===== src/rtl/me_cfg_loader_pkg.sv =====
// Shared types and constants for the motion-estimator configuration loader.
package me_pkg;

  typedef enum logic [0:0] {
    IDLE = 1'b0,
    HOLD = 1'b1
  } me_state_e;

  localparam int unsigned KEY_LOAD  = 0;
  localparam int unsigned KEY_CLEAR = 1;
  localparam int unsigned CFG_SEQ_W = 4;

endpackage


===== src/rtl/me_cfg_loader_debounce.sv =====
// Single-key debouncer: accepts a level change only after DEBOUNCE_CYCLES
// consecutive differing samples and pulses press_out on a debounced 1->0 edge.
module debounce #(
  parameter int unsigned DEBOUNCE_CYCLES = 250000
) (
  input  logic clk,
  input  logic rst_n,
  input  logic raw_in,
  output logic stable_out,
  output logic press_out
);

  localparam int unsigned      CNT_W    = $clog2(DEBOUNCE_CYCLES);
  localparam logic [CNT_W-1:0] CNT_LAST = CNT_W'(DEBOUNCE_CYCLES - 1);

  logic [CNT_W-1:0] cnt_q, cnt_d;
  logic             stable_q, stable_d;
  logic             stable_dly_q;
  logic             press_q, press_d;

  always_comb begin
    cnt_d    = cnt_q;
    stable_d = stable_q;
    if (raw_in == stable_q) begin
      cnt_d = '0;
    end else if (cnt_q == CNT_LAST) begin
      stable_d = raw_in;
      cnt_d    = '0;
    end else begin
      cnt_d = cnt_q + 1'b1;
    end
    // Edge taken from the registered level so the pulse follows the accept by one cycle.
    press_d = stable_dly_q & ~stable_q;
  end

  always_ff @(posedge clk or negedge rst_n) begin
    if (!rst_n) begin
      cnt_q        <= '0;
      stable_q     <= 1'b1;
      stable_dly_q <= 1'b1;
      press_q      <= 1'b0;
    end else begin
      cnt_q        <= cnt_d;
      stable_q     <= stable_d;
      stable_dly_q <= stable_q;
      press_q      <= press_d;
    end
  end

  assign stable_out = stable_q;
  assign press_out  = press_q;

endmodule


===== src/rtl/me_cfg_loader.sv =====
// Conditions switch/key inputs and turns KEY0 presses into valid/ready
// configuration transfers toward the motion estimator core.
module me_cfg_loader
  import me_pkg::*;
#(
  parameter int unsigned DEBOUNCE_CYCLES = 250000
) (
  input  logic                 CYCLONEV_CLK_50,
  input  logic                 reset_reset_n,
  input  logic [9:0]           sw_in,
  input  logic [1:0]           key_in,
  input  logic [31:0]          param1_in,
  input  logic [31:0]          param2_in,
  input  logic [31:0]          param3_in,
  output logic [9:0]           sw_sync,
  output logic [1:0]           key_press,
  output logic                 cfg_valid,
  input  logic                 cfg_ready,
  output logic [31:0]          cfg_p1,
  output logic [31:0]          cfg_p2,
  output logic [31:0]          cfg_p3,
  output logic [CFG_SEQ_W-1:0] cfg_seq,
  output logic                 overrun
);

  logic [9:0] sw_meta_q, sw_sync_q;
  logic [1:0] key_meta_q, key_sync_q;
  // Debounced levels are not consumed here; only the press pulses drive the FSM.
  logic [1:0] key_level_unused;

  always_ff @(posedge CYCLONEV_CLK_50 or negedge reset_reset_n) begin
    if (!reset_reset_n) begin
      sw_meta_q  <= '0;
      sw_sync_q  <= '0;
      key_meta_q <= '1;
      key_sync_q <= '1;
    end else begin
      sw_meta_q  <= sw_in;
      sw_sync_q  <= sw_meta_q;
      key_meta_q <= key_in;
      key_sync_q <= key_meta_q;
    end
  end

  for (genvar k = 0; k < 2; k++) begin : g_key
    debounce #(
      .DEBOUNCE_CYCLES(DEBOUNCE_CYCLES)
    ) u_debounce (
      .clk        (CYCLONEV_CLK_50),
      .rst_n      (reset_reset_n),
      .raw_in     (key_sync_q[k]),
      .stable_out (key_level_unused[k]),
      .press_out  (key_press[k])
    );
  end

  me_state_e            state_q, state_d;
  logic                 valid_q, valid_d;
  logic [31:0]          p1_q, p1_d, p2_q, p2_d, p3_q, p3_d;
  logic [CFG_SEQ_W-1:0] seq_q, seq_d;
  logic                 ovr_q, ovr_d;

  always_comb begin
    state_d = state_q;
    valid_d = valid_q;
    p1_d    = p1_q;
    p2_d    = p2_q;
    p3_d    = p3_q;
    seq_d   = seq_q;
    ovr_d   = ovr_q;
    unique case (state_q)
      IDLE: begin
        // A clear in the same cycle as a load suppresses the load.
        if (key_press[KEY_CLEAR]) begin
          ovr_d = 1'b0;
        end else if (key_press[KEY_LOAD]) begin
          p1_d    = param1_in;
          p2_d    = param2_in;
          p3_d    = param3_in;
          valid_d = 1'b1;
          state_d = HOLD;
        end
      end
      HOLD: begin
        if (key_press[KEY_CLEAR]) begin
          ovr_d = 1'b0;
        end else if (key_press[KEY_LOAD]) begin
          ovr_d = 1'b1;
        end
        // Ready takes precedence over an abort so a coinciding clear still completes.
        if (cfg_ready) begin
          valid_d = 1'b0;
          seq_d   = seq_q + 1'b1;
          state_d = IDLE;
        end else if (key_press[KEY_CLEAR]) begin
          valid_d = 1'b0;
          state_d = IDLE;
        end
      end
      default: begin
        state_d = IDLE;
        valid_d = 1'b0;
      end
    endcase
  end

  always_ff @(posedge CYCLONEV_CLK_50 or negedge reset_reset_n) begin
    if (!reset_reset_n) begin
      state_q <= IDLE;
      valid_q <= 1'b0;
      p1_q    <= '0;
      p2_q    <= '0;
      p3_q    <= '0;
      seq_q   <= '0;
      ovr_q   <= 1'b0;
    end else begin
      state_q <= state_d;
      valid_q <= valid_d;
      p1_q    <= p1_d;
      p2_q    <= p2_d;
      p3_q    <= p3_d;
      seq_q   <= seq_d;
      ovr_q   <= ovr_d;
    end
  end

  assign sw_sync   = sw_sync_q;
  assign cfg_valid = valid_q;
  assign cfg_p1    = p1_q;
  assign cfg_p2    = p2_q;
  assign cfg_p3    = p3_q;
  assign cfg_seq   = seq_q;
  assign overrun   = ovr_q;

endmodule


===== config.mk =====
export PLATFORM = sky130hd
export DESIGN_NAME = me_cfg_loader
export DESIGN_NICKNAME = d
export VERILOG_FILES = /design/src/rtl/me_cfg_loader_pkg.sv /design/src/rtl/me_cfg_loader_debounce.sv /design/src/rtl/me_cfg_loader.sv
export SDC_FILE = /design/constraint.sdc
export NUM_CORES = 1
export LEC_CHECK = 0
export CORE_UTILIZATION = 45
export CTS_BUF_LIST = sky130_fd_sc_hd__clkbuf_8
export DETAILED_ROUTE_END_ITERATION = 10
export PLACE_DENSITY = 0.76
export SLEW_MARGIN = 20
export SYNTH_ARGS = -nofsm -noshare
export SYNTH_HDL_FRONTEND = slang
export SYNTH_SLANG_ARGS = --single-unit
export TNS_END_PERCENT = 100

===== constraint.sdc =====
create_clock -name CYCLONEV_CLK_50 -period 2.65 [get_ports CYCLONEV_CLK_50]
set_clock_uncertainty 0.05 [all_clocks]
set_input_delay 0.3975 -clock CYCLONEV_CLK_50 [delete_from_list [all_inputs] [get_ports CYCLONEV_CLK_50]]
set_output_delay 0.3975 -clock CYCLONEV_CLK_50 [all_outputs]
set_load 0.1 [all_outputs]

==> Yosys cells after proc, flatten, opt, wreduce, memory -nomap -nowiden <==
Cells that the tools add are included.
{ "op_classes": {"eq_ne": 9, "n_mux": 16, "n_reduce_logical": 6, "add_sub_neg": 3, "bitwise": 8} }
{ "ops": {"columns": ["op", "n"], "rows": [
  ["18-bit two-way mux", 4],
  ["18-bit by 1-bit adder with 18-bit output (second input constant)", 2],
  ["18-bit equality test (second input constant)", 2],
  ["1-bit two-way mux", 9],
  ["2-bit AND reduction", 4],
  ["1-bit inverter", 6],
  ["1-bit one-hot mux with 2 select lines", 3],
  ["3-bit AND reduction", 2],
  ["4-bit by 1-bit adder with 4-bit output (second input constant)", 1],
  ["2-bit by 1-bit inequality test with 1-bit output (second input constant)", 2],
  ["3-bit by 1-bit inequality test with 1-bit output (second input constant)", 1],
  ["3-bit by 2-bit inequality test with 1-bit output (second input constant)", 1],
  ["1-bit AND", 2],
  ["1-bit equality test", 2],
  ["2-bit inequality test (second input constant)", 1]
]} }
{ "word_totals": {"elab_cells": 61, "ff_bits": 169, "out_inout_bits": 114, "inputBits": 111} }

==> Depth between registers and ports, before layout <==
{ "depth": {"depth_word": 3, "ltp_mapped": 5, "mapped_depth_nobuf": 5} }

==> By module <==
From an unflattened synthesis, not the netlist that was laid out.
{ "unflattened": {"hier_cells": 450, "area_unflattened_um2": 6570.1} }
{ "modules_own_cells": {"columns": ["module", "area_each_um2", "cells_per_inst", "seq_area_each_um2", "instances"], "rows": [
  ["me_cfg_loader", 4478.0, 253, 3183.1, 1],
  ["debounce (g_key[0].u_debounce)", 1053.5, 98, 528.0, 1],
  ["debounce (g_key[1].u_debounce)", 1038.5, 99, 528.0, 1]
]} }

==> Least setup slack after synthesis <==
OpenSTA, ideal clock, no wires.
{ "synth_path": {"path_type": "reg2reg", "startpoint": "register g_key[0].u_debounce.cnt_q[10]", "endpoint": "register g_key[0].u_debounce.cnt_q[16]", "t_arrival_ps": 1640, "required_time_ps": 2481, "path_stages_with_launch": 6, "path_slack_ps": 842, "setup_time_ps": 119, "path_buffers": 1, "period_less_slack_ps": 1808, "path_cell_list": "dfrtp_1 -> nor4_1 -> nand4_1 -> o41ai_4 -> buf_6 -> nor2_1"} }
{ "synth_via": {"elab_chain_cells": 3, "word_cells_on_any_way": 4, "cone_classes": "add/sub (1); eq/ne (1); mux (2)"} }
{ "synth_rtl": {"columns": ["element", "line", "text"], "rows": [
  ["start: declaration", "me_cfg_loader_debounce.sv:16", "logic [CNT_W-1:0] cnt_q, cnt_d;"],
  ["start signal: assignment", "me_cfg_loader_debounce.sv:43", "cnt_q <= cnt_d;"],
  ["18-bit by 1-bit adder with 18-bit output or 18-bit equality test (tied branches)", "me_cfg_loader_debounce.sv:30, me_cfg_loader_debounce.sv:26", null],
  ["18-bit two-way mux *", "me_cfg_loader_debounce.sv:26", "end else if (cnt_q == CNT_LAST) begin"],
  ["18-bit two-way mux *", "me_cfg_loader_debounce.sv:24", "if (raw_in == stable_q) begin"],
  ["named net g_key[0].u_debounce.cnt_d[16]", "me_cfg_loader_debounce.sv:16", null]
]} }
Mark *: on every way through the listed nets, which the timed path passes. The rest lies on a longest branch.
A chain may end at the register's enable or synchronous reset.

==> Worst setup path in the final report <==
{ "layout_path": {"startpoint": "register g_key[0].u_debounce.cnt_q[10]", "endpoint": "register g_key[0].u_debounce.cnt_q[9]"} }
{ "layout_via": {"elab_chain_cells": 3} }
{ "layout_rtl": {"columns": ["element", "line"], "rows": [
  ["18-bit equality test", "me_cfg_loader_debounce.sv:26"],
  ["18-bit two-way mux", "me_cfg_loader_debounce.sv:26"],
  ["18-bit two-way mux", "me_cfg_loader_debounce.sv:24"],
  ["named net g_key[0].u_debounce.cnt_d[9]", "me_cfg_loader_debounce.sv:16"]
]} }
The timed path passes the listed nets, and every way through them passes these cells.

==> out/summary.txt <==
Residual DRC - 0
Grt ovf - 0
Worst Path Arrival - 2.32 ns
Clk pin slew, worst setup/hold paths - 0.08 ns
Unrepaired setup endpoints after global routing - false
EDFF count, synth - 0
Die Y - 122.1 µm
CP peak stage delay - 0.60 ns
FFs w/ async S/R, synth - 100.0%
Initial antenna violation count - 0
Clock latency on the worst-skew pair - 0.44 ns
Ant diodes - 0
CTS tree - done
WP buf/inv - 1
Fin nets - 801
FP Rows - 43
Dpl hpwl - 10820 µm
CP max FO - 11
Final wirelength - 14530 µm
Initial Util - 46.40%
Hold WS - 0.2999 ns
Tightest Hold Check Type - reg2reg
Slew @ Worst Pin - 0.5026 ns
Syn. warnings - 0
Mapped Area - 6491 µm²
Post-Syn Nets - 563
# Max-Cap Violations - 0
Hold Fails Final Rpt - 0
Worst Setup End Kind - register
Post-route ant nets - 0
Number of global-route vias before repair - 4414
Ys flop type - dfrtp_1
Crit path time final - 2.028 ns
Share of cells above drive strength 1 - 37.97%
PD cells - 519.4 nW/µm²
Die area - 14910 µm²
Cell family with most CP delay - compound AO/OA/AOI/OAI gates
Relative slew slack - 66.38%
Die Span X - 122.1 µm
Mapped Cells - 449
CTS max path bufs - 2
Synthesized area per cell - 14.46 µm²
Syn-to-layout area delta - 39.86%
Gpl congestion - 0.8259
Core Box Area - 13990 µm²
# fillers - 1081
First-pass GRT wire length - 22650 µm
I/O Pins - 225
Status - complete, no violations
Drt first pass iters - 4
Clock sinks - 169
Wire length per cell - 16.55 µm
Critical path type - reg2reg
Top post-synthesis cells by area - dfrtp_1 62%, mux2_2 17%, dfstp_2 3.2%
Cell taking the most area after synthesis - dfrtp_1
I/O Buffers - 224
Crit path cell chain - nor4_1, nand4_1, o41ai_4, buf_4, nor2_1
Critical path startpoint category - register
Pin count of the biggest net entering global routing - 79
Share of the synthesized area in the top cell type - 62.07%
Max VDD drop - 0.0003333 V
Slew Viols, Final - 0
Final period utilization - 76.52%
Setup TNS Final - 0 ns
Post-CTS Setup Bufs - 0
Worst endpoint required time - 2.94 ns
Seq cells post-synth - 169
Detailed Route Iter0 Violations - 211
Via count - 4378
Unique cell type count in the Yosys netlist - 30
Critical-path top delay cell - o41ai_4
Sequential area share after synthesis - 65.30%
Root Buffer Master - clkbuf_8
F_max - 493.2 MHz
GRT Total Usage - 20.24%
CTS HTree Levels - 4
Final setup viols - 0
P_leak - 4.422 nW
TritonCTS Buffers - 17
Post-DR vias/cell - 4.986
==> state kept, by name, summed over array words and instances, names as in the netlist <==
signal,count
sw_sync,10
cfg_valid,1
key_meta_q,2
cfg_p1,32
cfg_seq,4
cfg_p2,32
key_sync_q,2
overrun,1
state_q,1
g_key.u_debounce.stable_dly_q,2
g_key.u_debounce.press_out,2
g_key.u_debounce.cnt_q,36
g_key.u_debounce.stable_out,2
cfg_p3,32
sw_meta_q,10
==> worst register-to-register path: stages, from the launching register on <==
cell,delay [ns]
dfrtp_1,0.43
nor4_1,0.29
nand4_1,0.21
o41ai_4,0.60
buf_4,0.27
nor2_1,0.07
==> layout by cell type, fill, tap and decap left out, types with 9 or more instances in the layout <==
| cell | instances |
|---|---|
| clkbuf_8 | 18 |
| dfrtp_1 | 161 |
| xnor2_1 | 22 |
| clkdlybuf4s50_1 | 109 |
| xor2_1 | 11 |
| nand2_1 | 11 |
| nor2_1 | 40 |
| inv_1 | 11 |
| mux2_2 | 99 |
| nand4_1 | 9 |
| nor4_1 | 11 |
| nand3_1 | 15 |
| buf_4 | 120 |
==> power by group <==
group          total, W  leakage [nW]  switching (W)  internal (W)
combinational  0.000320          1.94       0.000151      0.000169
clock           0.00178         0.204       0.000850      0.000928
sequential      0.00262          2.28      0.0000132       0.00261
==> path summary, 6_finish.rpt <==
path | start | end | slack (ns) | cells past startpoint
setup / recovery | g_key[0].u_debounce.cnt_q[10]$_DFF_PN0_ | g_key[0].u_debounce.cnt_q[9]$_DFF_PN0_ | 0.62 | 5
hold / removal | sw_meta_q[9]$_DFF_PN0_ | sw_sync[9]$_DFF_PN0_ | 0.30 | 0
setup reg to reg | g_key[0].u_debounce.cnt_q[10]$_DFF_PN0_ | g_key[0].u_debounce.cnt_q[9]$_DFF_PN0_ | 0.62 | 5
hold reg to reg | sw_meta_q[9]$_DFF_PN0_ | sw_sync[9]$_DFF_PN0_ | 0.30 | 0
max in group asynchronous | reset_reset_n | g_key[0].u_debounce.stable_out$_DFFE_PN1P_ | 1.31 | 3
min in group asynchronous | reset_reset_n | g_key[1].u_debounce.cnt_q[16]$_DFF_PN0_ | 0.42 | 2
==> routing by layer <==
| metal | up-vias | routed length [µm] | GRT usage (%) |
|---|---|---|---|
| met5 | - | 0 | 0 |
| met4 | 0 | 266 | 7.317 |
| met3 | 19 | 1201 | 6.320 |
| met2 | 163 | 7218 | 34.04 |
| met1 | 2156 | 5844 | 24.42 |
| li1 | 2040 | - | - |
==> what timing repair did <==
item                                   in CTS  in global routing
resized for setup                           0                  0
hold buffers                                1                  0
endpoints found under the hold margin      51                  0
==> synthesized netlist by cell type (3+ instances only) <==
master,number
xor2_1,11
o31ai_1,4
buf_2,5
dfstp_2,8
dfrtp_1,161
and4_1,3
nor2_1,40
nand3_1,15
or4_1,4
nor2b_1,3
mux2_2,99
nand4_1,9
ha_1,3
inv_1,8
nor4_1,11
xnor2_1,22
nand2_1,11
nor3_1,5
clkbuf_1,5
a21oi_1,6
==> cells by family (layout without fill, tap and decap cells) <==
family,Yosys count,after routing,synth area share (%)
multiplexers,99,99,17.17
AO/OA/AOI/OAI,14,14,1.928
buffers and inverters,22,271,1.715
XOR/XNOR,33,33,4.452
AND/OR/NAND/NOR,109,109,8.847
flip-flops,169,169,65.30
adder cells (fa/ha/maj),3,3,0.5783
==> stage by stage <==
stage / std cells / utilization (%) / setup WS [ns] / power [W] / cell area (µm²)
3_5_place_dp: 847 / 62.08 / 0.6562 / 0.002992 / 8685
3_3_place_gp: 847 / 62.08 / 0.6924 / 0.002985 / 8685
5_1_grt: 878 / 64.90 / 0.4151 / 0.004925 / 9079
4_1_cts: 878 / 64.90 / 0.6469 / 0.004780 / 9079
6_report: 878 / 64.90 / 0.6223 / 0.004716 / 9079
2_1_floorplan: 449 / - / 0.8416 / 0.002752 / 6491
==> cell type report <==
type | instances | area, µm² | area share (%)
Clock buffer | 18 | 247.7 | 2.729
Clock inverter | 12 | 136.4 | 1.502
Inverter | 8 | 30.03 | 0.3308
Multi-Input combinational cell | 258 | 2147 | 23.65
Sequential cell | 169 | 4239 | 46.69
Tap cell | 180 | 225.2 | 2.481
Timing Repair Buffer | 233 | 2053 | 22.62
(Power assumes the default switching activity.)
